File: src/rtl/led_anim_pkg.sv
// Shared definitions for the LED animation sequencer.
//   ST_*     FSM state encoding (legacy-compatible constants)
//   MODE_*   playback mode codes as presented on the mode input
//   LED_OFF  active-low all-off pattern driven by the LED mux when blank=1
//   frame_period() clocks per frame step for a given speed setting
package led_anim_pkg;

    localparam logic [1:0] ST_IDLE = 2'd0;
    localparam logic [1:0] ST_RUN  = 2'd1;
    localparam logic [1:0] ST_HOLD = 2'd2;

    localparam logic [1:0] MODE_ONESHOT  = 2'b00;
    localparam logic [1:0] MODE_LOOP     = 2'b01;
    localparam logic [1:0] MODE_PINGPONG = 2'b10;

    localparam logic [6:0] LED_OFF = 7'b1111111;

    // Period shrinks by powers of two with speed; never below one clock.
    function automatic logic [31:0] frame_period(input logic [31:0] div,
                                                 input logic [2:0]  speed);
        logic [31:0] p;
        p = div >> speed;
        return (p == '0) ? 32'd1 : p;
    endfunction

endpackage

File: src/rtl/led_anim_prescaler.sv
// Frame-rate prescaler for led_anim_seq.
//   clk, rst_n  clock / async active-low reset
//   clear       zero the count (restart / abort)
//   enable      count this cycle (low freezes the count)
//   speed       rate select, period = max(1, TICK_DIV >> speed)
//   tick        combinational: the enabled cycle that completes a period
module led_anim_prescaler
    import led_anim_pkg::*;
#(
    parameter int unsigned TICK_DIV = 5_000_000
) (
    input  logic       clk,
    input  logic       rst_n,
    input  logic       clear,
    input  logic       enable,
    input  logic [2:0] speed,
    output logic       tick
);

    localparam int unsigned CW = $clog2(TICK_DIV);

    logic [CW-1:0] count;
    logic [31:0]   period;

    // Compare with >= so a speed increase mid-period cannot overshoot
    // the new terminal count and stall for a counter wrap.
    always_comb begin
        period = frame_period(32'(TICK_DIV), speed);
        tick   = enable && (32'(count) >= (period - 32'd1));
    end

    always_ff @(posedge clk or negedge rst_n) begin
        if (!rst_n) begin
            count <= '0;
        end else if (clear) begin
            count <= '0;
        end else if (enable) begin
            count <= tick ? '0 : count + 1'b1;
        end
    end

endmodule

File: src/rtl/led_anim_seq.sv
// LED animation sequencer: frame index generation and pattern select.
//   clk, rst_n   clock / async active-low reset
//   start, stop  1-cycle pulses: (re)start playback / abort to idle
//   pause        level: freeze playback while high
//   dir, mode    direction and playback mode, latched at start
//   speed        frame rate select (live)
//   pat_sel      pattern to play, latched at start
//   frame, pat   frame index and latched pattern select to decoders/mux
//   blank        force LEDs off; busy: RUN or HOLD
//   step, done   1-cycle pulses: frame changed / one-shot completed
module led_anim_seq #(
    parameter int unsigned TICK_DIV   = 5_000_000,
    parameter int unsigned NUM_FRAMES = 32,
    parameter int unsigned PAT_W      = 4
) (
    input  logic             clk,
    input  logic             rst_n,
    input  logic             start,
    input  logic             stop,
    input  logic             pause,
    input  logic             dir,
    input  logic [1:0]       mode,
    input  logic [2:0]       speed,
    input  logic [PAT_W-1:0] pat_sel,
    output logic [4:0]       frame,
    output logic [PAT_W-1:0] pat,
    output logic             blank,
    output logic             busy,
    output logic             step,
    output logic             done
);

    import led_anim_pkg::*;

    localparam logic [4:0] LAST = 5'(NUM_FRAMES - 1);

    logic [1:0] state;
    logic [1:0] mode_q;
    logic       dir_q;
    logic       pdir;      // ping-pong travel direction, 1 = down
    logic       tick;
    logic       pre_en;
    logic [4:0] nxt_frame;
    logic       nxt_pdir;
    logic       os_end;

    // Start/stop in the same cycle as a due step win: the prescaler is
    // neither advanced nor allowed to tick, and is cleared instead.
    assign pre_en = (state != ST_IDLE) && !pause && !start && !stop;

    led_anim_prescaler #(
        .TICK_DIV (TICK_DIV)
    ) u_prescaler (
        .clk    (clk),
        .rst_n  (rst_n),
        .clear  (start | stop),
        .enable (pre_en),
        .speed  (speed),
        .tick   (tick)
    );

    always_comb begin
        nxt_frame = frame;
        nxt_pdir  = pdir;
        os_end    = 1'b0;
        case (mode_q)
            MODE_ONESHOT: begin
                if (dir_q) begin
                    if (frame == '0) os_end = 1'b1;
                    else             nxt_frame = frame - 5'd1;
                end else begin
                    if (frame == LAST) os_end = 1'b1;
                    else               nxt_frame = frame + 5'd1;
                end
            end
            MODE_PINGPONG: begin
                nxt_frame = pdir ? frame - 5'd1 : frame + 5'd1;
                if (nxt_frame == '0 || nxt_frame == LAST) nxt_pdir = !pdir;
            end
            default: begin
                if (dir_q) nxt_frame = (frame == '0)  ? LAST : frame - 5'd1;
                else       nxt_frame = (frame == LAST) ? '0  : frame + 5'd1;
            end
        endcase
    end

    always_ff @(posedge clk or negedge rst_n) begin
        if (!rst_n) begin
            state  <= ST_IDLE;
            frame  <= '0;
            pat    <= '0;
            blank  <= 1'b1;
            busy   <= 1'b0;
            step   <= 1'b0;
            done   <= 1'b0;
            mode_q <= MODE_ONESHOT;
            dir_q  <= 1'b0;
            pdir   <= 1'b0;
        end else begin
            step <= 1'b0;
            done <= 1'b0;
            if (stop) begin
                state <= ST_IDLE;
                frame <= '0;
                blank <= 1'b1;
                busy  <= 1'b0;
            end else if (start) begin
                state  <= ST_RUN;
                mode_q <= mode;
                dir_q  <= dir;
                pdir   <= dir;
                pat    <= pat_sel;
                frame  <= dir ? LAST : '0;
                blank  <= 1'b0;
                busy   <= 1'b1;
            end else if (state != ST_IDLE) begin
                state <= pause ? ST_HOLD : ST_RUN;
                if (tick) begin
                    if (os_end) begin
                        state <= ST_IDLE;
                        frame <= '0;
                        blank <= 1'b1;
                        busy  <= 1'b0;
                        done  <= 1'b1;
                    end else begin
                        frame <= nxt_frame;
                        pdir  <= nxt_pdir;
                        step  <= 1'b1;
                    end
                end
            end
        end
    end

endmodule

File: config.mk
export PLATFORM = sky130hd
export DESIGN_NAME = led_anim_seq
export DESIGN_NICKNAME = d
export VERILOG_FILES = /design/src/rtl/led_anim_pkg.sv /design/src/rtl/led_anim_prescaler.sv /design/src/rtl/led_anim_seq.sv
export SDC_FILE = /design/constraint.sdc
export NUM_CORES = 1
export LEC_CHECK = 0
export ABC_AREA = 0
export BUFFER_PORTS_ARGS = -buffer_cell sky130_fd_sc_hd__buf_4
export CAP_MARGIN = 15
export CORE_AREA = 2 2 92 94
export CTS_CLUSTER_DIAMETER = 40
export DETAILED_ROUTE_END_ITERATION = 10
export DIE_AREA = 0 0 94 96
export GPL_TIMING_DRIVEN = 1
export HOLD_SLACK_MARGIN = 0.12
export SLEW_MARGIN = 20
export SYNTH_ARGS = -nofsm -noshare
export SYNTH_HDL_FRONTEND = slang
export SYNTH_HIERARCHICAL = 1
export SYNTH_SLANG_ARGS = --single-unit
File: constraint.sdc
create_clock -name clk -period 3.19 [get_ports clk]
set_input_delay 0.638 -clock clk [delete_from_list [all_inputs] [get_ports clk]]
set_output_delay 0.638 -clock clk [all_outputs]
set_load 0.005 [all_outputs]
Yosys cells after proc, flatten, opt, wreduce, memory -nomap -nowiden:

Cells that the tools add are included.

* flip-flop bits (word level): 42
* bits in latches: 0
* memory bits (writable): 0
* bits in read-only memories: 0
* input bits: 15
* output and inout bits: 13
* logic and storage cells: 105
* memories: 0

* $add $sub $neg: 4
* multipliers: 0
* div/mod/pow operators: 0
* $lt $le $gt $ge: 1
* equality and inequality tests: 6
* shift operators: 1
* multiplexer cells: 54
* bitwise logic cells: 2
* reductions and logical operators: 26

Operator list (number)
* 23-bit two-way mux: 3
* 5-bit two-way mux: 13
* 23-bit by 32-bit greater-or-equal comparator with 1-bit output: 1
* 32-bit zero test: 1
* 32-bit two-way mux: 1
* 23-bit by 3-bit >> shifter with 32-bit output (first input constant): 1
* 32-bit by 1-bit subtractor with 32-bit output (second input constant): 1
* 1-bit two-way mux: 30
* 23-bit by 1-bit adder with 23-bit output (second input constant): 1
* 2-bit two-way mux: 6
* 6-bit != test (second input constant): 2
* 2-bit nonzero test: 6
* 5-bit == test (second input constant): 2
* 5-bit zero test: 2
* 5-bit case mux with 2 select lines: 1
* 3-bit nonzero test: 3
* 6-bit AND reduction: 1
* 5-bit by 1-bit adder with 5-bit output (second input constant): 1
* 5-bit by 1-bit subtractor with 5-bit output (second input constant): 1
* 1-bit logical AND: 4
* 1-bit zero test: 4
* 4-bit AND reduction: 1
* 3-bit AND reduction: 1
* 2-bit == test (second input constant): 1
* 6 further kinds: 6

Depth between registers and ports, before layout:

* word-level depth: 10
* depth in mapped cells: 22

Modules after synthesis:

Netlist, hierarchy kept.

By module, submodules not included
* led_anim_prescaler: instances 1, cells an instance 288, area an instance 2317.2 µm², sequential area each 575.6 µm²
* led_anim_seq: instances 1, cells an instance 123, area an instance 1253.7 µm², sequential area each 476.7 µm²

Worst setup path before layout:

Ideal clock, no wire load.

* kind: in2reg
* start: in speed[0]
* end: reg pdir
* library setup time: 0.079 ns
* data arrival time: 4.124 ns
* path slack: -1.013 ns
* cell stages on the path: 22
* buffers on the path: 1
* path through: inv_1 -> ha_1 -> clkbuf_1 -> nand2_1 -> ha_1 -> nand2b_1 -> nor4_1 -> nand2_1 -> xnor2_1 -> nor2_1 -> a21oi_1 -> ha_1 -> and4_1 -> nand2_1 -> nor4_1 -> o31ai_4 -> nand2_1 -> o21ai_0 -> nor3_1 -> nand4_1 -> mux2i_1 -> mux2i_1

* longest elaborated chain between the ends: 8

RTL lines
* from (decl): line led_anim_seq.sv:23 `input logic [2:0] speed,`
* 23-bit by 3-bit >> shifter with 32-bit output *: line led_anim_pkg.sv:22 `p = div >> speed;`
* 32-bit zero test: line led_anim_pkg.sv:23 `return (p == '0) ? 32'd1 : p;`
* 32-bit two-way mux *: line led_anim_pkg.sv:23
* 32-bit by 1-bit subtractor with 32-bit output *: line led_anim_prescaler.sv:29 `tick = enable && (32'(count) >= (period - 32'd1));`
* 23-bit by 32-bit greater-or-equal comparator with 1-bit output *: line led_anim_prescaler.sv:29
* 1-bit logical AND *: line led_anim_prescaler.sv:29
* via tick: line led_anim_seq.sv:41 `logic tick;`
* 2-bit nonzero test (no line) *
* 6-bit AND reduction (no line) *
* to (signal assigned): line led_anim_seq.sv:111 `pdir <= dir;`
* to (signal assigned): line led_anim_seq.sv:127 `pdir <= nxt_pdir;`
* to (decl): line led_anim_seq.sv:40 `logic pdir;`

The timed path passes the listed nets; every way through them passes the cells marked *.
A chain may end at the register's enable or synchronous reset.

Final worst setup path:

* start: in speed[0]
* end: reg frame[2]

* longest elaborated chain between the ends: 8

RTL lines
* 23-bit by 3-bit >> shifter with 32-bit output *: line led_anim_pkg.sv:22
* 32-bit zero test: line led_anim_pkg.sv:23
* 32-bit two-way mux *: line led_anim_pkg.sv:23
* 32-bit by 1-bit subtractor with 32-bit output *: line led_anim_prescaler.sv:29
* 23-bit by 32-bit greater-or-equal comparator with 1-bit output *: line led_anim_prescaler.sv:29
* 1-bit logical AND *: line led_anim_prescaler.sv:29
* via tick: line led_anim_seq.sv:41
* 3-bit nonzero test (no line) *
* 4-bit AND reduction (no line) *
* to (signal assigned): line led_anim_seq.sv:113 `frame <= dir ? LAST : '0;`
* to (signal assigned): line led_anim_seq.sv:126 `frame <= nxt_frame;`
* to (decl): line led_anim_seq.sv:25 `output logic [4:0] frame,`

Marks and branches as above.

==> out/qor.yml <==
antenna_found_initial: 0
worstSkewPairLatency_ns: 0.29
status: "finished, violations left"
drt_first_iter_violations: 225
hold_buffers: 0
finalInstanceArea_um2: 4823
r2r_start: "u_prescaler/count[0]$_DFFE_PN0P_"
clock_path_buffers: 2
cts_num_sinks: 42
finalHoldViolCount: 0
crit_arrival_ns: 3.63
htree_levels: 2
num-nets-final: 537
ys_async_sr_fraction_pct: 100.0
via_per_inst: 5.675
cts-root-buf: "clkbuf_8"
path_max_fanout: 4
finalCriticalPeriod_ns: 3.405
grt_pass1_vias: 3294
worst_pin_slew_ns: 0.6705
drive_gt1_share_pct: 34.43
path_class: "input pin to flop"
grt_overflow: 0
dp_slack_ns: -0.6851
die_x_um: 94
end_kind: "flop"
cap_violations: 0
track_usage_pct: 22.13
avgRoutedWirePerCell_um: 16.64
die_area_um2: 9024
cts_tree: "built"
via_count: 3365
die_y_um: 96
seq_area_um2: 1052
synth_area_per_cell_um2: 8.688
max_stage_delay_ns: 0.28
coreArea_um2: 8051
post-place-cells: 569
hold_ws_ns: 0.3284
post_dp_cell_area_um2: 4233
cp-startpoint: "speed[0]"
finalPower_mw: 1.529
required_ns: 3.42
clkTransAtPathRegs_ns: 0.08
ys_seq_area_share_pct: 29.47
synth-edff-count: 0
cp_cell_sequence: "buf_12 > buf_4 > nand2_2 > ha_4 > nand2b_4 > nor4_4 > nand2_1 > xnor2_1 > nor2_1 > a21oi_1 > ha_1 > and4_4 > a21oi_2 > nand4_1 > o31ai_4 > nand2_2 > o21ai_4 > mux2i_1 > nor2_2 > buf_4 > o22a_1"
setup_slack_ns: -0.2153
rsz0062_at_grt: "true"
maxSlewViolCount: 0
start_util_pct: 44.35
crit_slowest_cell: "o31ai_4"
setup_violations: 29
grt_pass1_wl_um: 15990
drc_errors: 0
min_period_over_period_pct: 106.8
ys_seq_elements: 42
ant_nets: 0
diodes: 0
wl_um: 9868
synthCells: 411
vdd_drop_max_mv: 0.2321
cts_buffers: 5
startpoint_type: "input pin"
path_delay_family: "simple AND/OR/NAND/NOR gates"
io_buffer_count: 27
multi_input_area_um2: 2634
syn2layout_area_growth_pct: 35.07
grt_max_degree: 43
slew_headroom_pct: 54.96
finClkSkew_ns: 0.009278
powerDensity_nw_per_um2: 317.0
max_freq_mhz: 293.7
yosys_warnings: 6
rows: 33
io_pins: 28
critPathBufInv: 3
n_fill_cell: 700
final_cell_count_no_fill: 593
hpwl_um: 7121
synthDistinctLibCells: 59
ys.flop_type: "dfrtp_1"
min_path_type: "input pin to async pin"
netlist_area_um2: 3571
violations: "setup timing"
drt_first_pass_iters: 4
p_leak_nw: 2.090
synth_nets: 461
gp_congestion: 0.8490
-- area by class of cell --
| type | count | area share (%) |
|---|---|---|
| Sequential cell | 42 | 21.82 |
| Timing Repair Buffer | 91 | 16.03 |
| Tap cell | 105 | 2.724 |
| Multi-Input combinational cell | 325 | 54.60 |
| Clock buffer | 5 | 1.427 |
| Clock inverter | 3 | 1.427 |
| Inverter | 22 | 1.971 |
-- layout by cell type (no fill, tap or decap), types with 4 or more instances in the layout --
cell type / n
buf_6: 6
a41oi_1: 4
a21o_1: 6
o22a_1: 4
nor2b_1: 6
buf_4: 80
and3_1: 4
xnor2_1: 7
a21oi_1: 22
inv_1: 20
nor2_1: 30
a41oi_2: 4
xor2_1: 9
o211ai_1: 6
clkbuf_8: 5
nand3_2: 6
nor3_1: 5
nand2b_1: 5
mux2i_1: 7
o21ai_0: 5
nand2_1: 38
dfrtp_1: 41
o22ai_2: 6
nand4_1: 20
nor2_2: 5
nand3_1: 14
and2_1: 4
ha_1: 31
mux2_2: 8
-- cells in the mapped netlist, drive strengths merged, types with 3 or more instances --
cell type / n / area (um2)
o22a: 4 / 35.03
o22ai: 9 / 56.30
nor3b: 3 / 22.52
o21ai: 7 / 35.03
a31oi: 3 / 18.77
nand2: 43 / 161.4
nor3: 6 / 30.03
o211ai: 6 / 45.04
xnor2: 7 / 61.31
or2: 3 / 18.77
a21o: 6 / 45.04
ha: 35 / 437.9
mux2: 9 / 105.1
and3: 4 / 25.02
a21boi: 3 / 22.52
nand2b: 6 / 37.54
clkbuf: 12 / 50.05
nor2b: 7 / 43.79
and2: 4 / 25.02
a41oi: 9 / 78.83
mux2i: 8 / 83.83
inv: 21 / 78.83
dfrtp: 41 / 1026
nand3: 21 / 115.1
a21oi: 25 / 125.1
buf: 10 / 75.07
xor2: 9 / 78.83
nor2: 35 / 131.4
nor4: 5 / 46.29
nand4: 20 / 125.1
-- cells by family (layout without fill, tap and decap cells) --
family	after synthesis	after routing	synth area share, %
and+or+nand+nor	165	165	24.18
xor gates and xnor gates	16	16	3.924
DFF	42	42	29.47
muxes	19	19	6.552
AOI/OAI and AO/OA	90	90	17.80
buffers and inverters	44	121	5.816
adders and majority gates	35	35	12.26
-- metrics by stage --
stage                     util [%]  TNS [ns]
after floorplan                  -    -9.123
after global placement       52.57    -17.97
after detailed placement     52.57    -19.56
after CTS                    55.70    -3.695
after global routing         59.91    -9.456
final                        59.91    -3.079
-- timing repair --
action                                  in CTS  in global routing
gates cloned                                 0                  2
endpoints found under the setup margin      33                 35
resized for setup                           17                 43
buffers inserted                             7                  7
pin swaps                                   21                 32
hold endpoints to repair                     0                  0
-- worst paths after layout --
check / endpoint / slack, ns / depth (start not counted)
max: frame[2]$_DFFE_PN0P_ / -0.22 / 21
min: u_prescaler/count[5]$_DFFE_PN0P_ / 0.33 / 1
max reg2reg: frame[2]$_DFFE_PN0P_ / 0.38 / 13
min reg2reg: busy$_DFFE_PN0P_ / 0.51 / 1
max in group asynchronous: frame[0]$_DFFE_PN0P_ / 2.48 / 1
min in group clk: busy$_DFFE_PN0P_ / 0.51 / 1
-- power breakdown --
part	leakage, nW	internal [mW]	switching (mW)	total (mW)
Sequential	0.554	0.560	0.0525	0.612
Combinational	1.47	0.215	0.192	0.407
Clock	0.0683	0.314	0.196	0.510
Total	2.09	1.09	0.440	1.53
-- flip-flops by register name (all words and copies together) (netlist names) --
signal and flops:
u_prescaler/count 23, frame 5, pat 4, mode_q 2, state 2, blank 1
busy 1, dir_q 1, done 1, pdir 1, step 1
-- metal layers --
metal,vias to the layer above,share of wire [%],GRT usage [%]
met5,-,0,0
met3,10,3.9,2.428
met2,100,52,40.65
li1,1660,-,-
met1,1595,43,28.08
met4,0,0.92,4.831
Power figures use the tool's default switching activity.
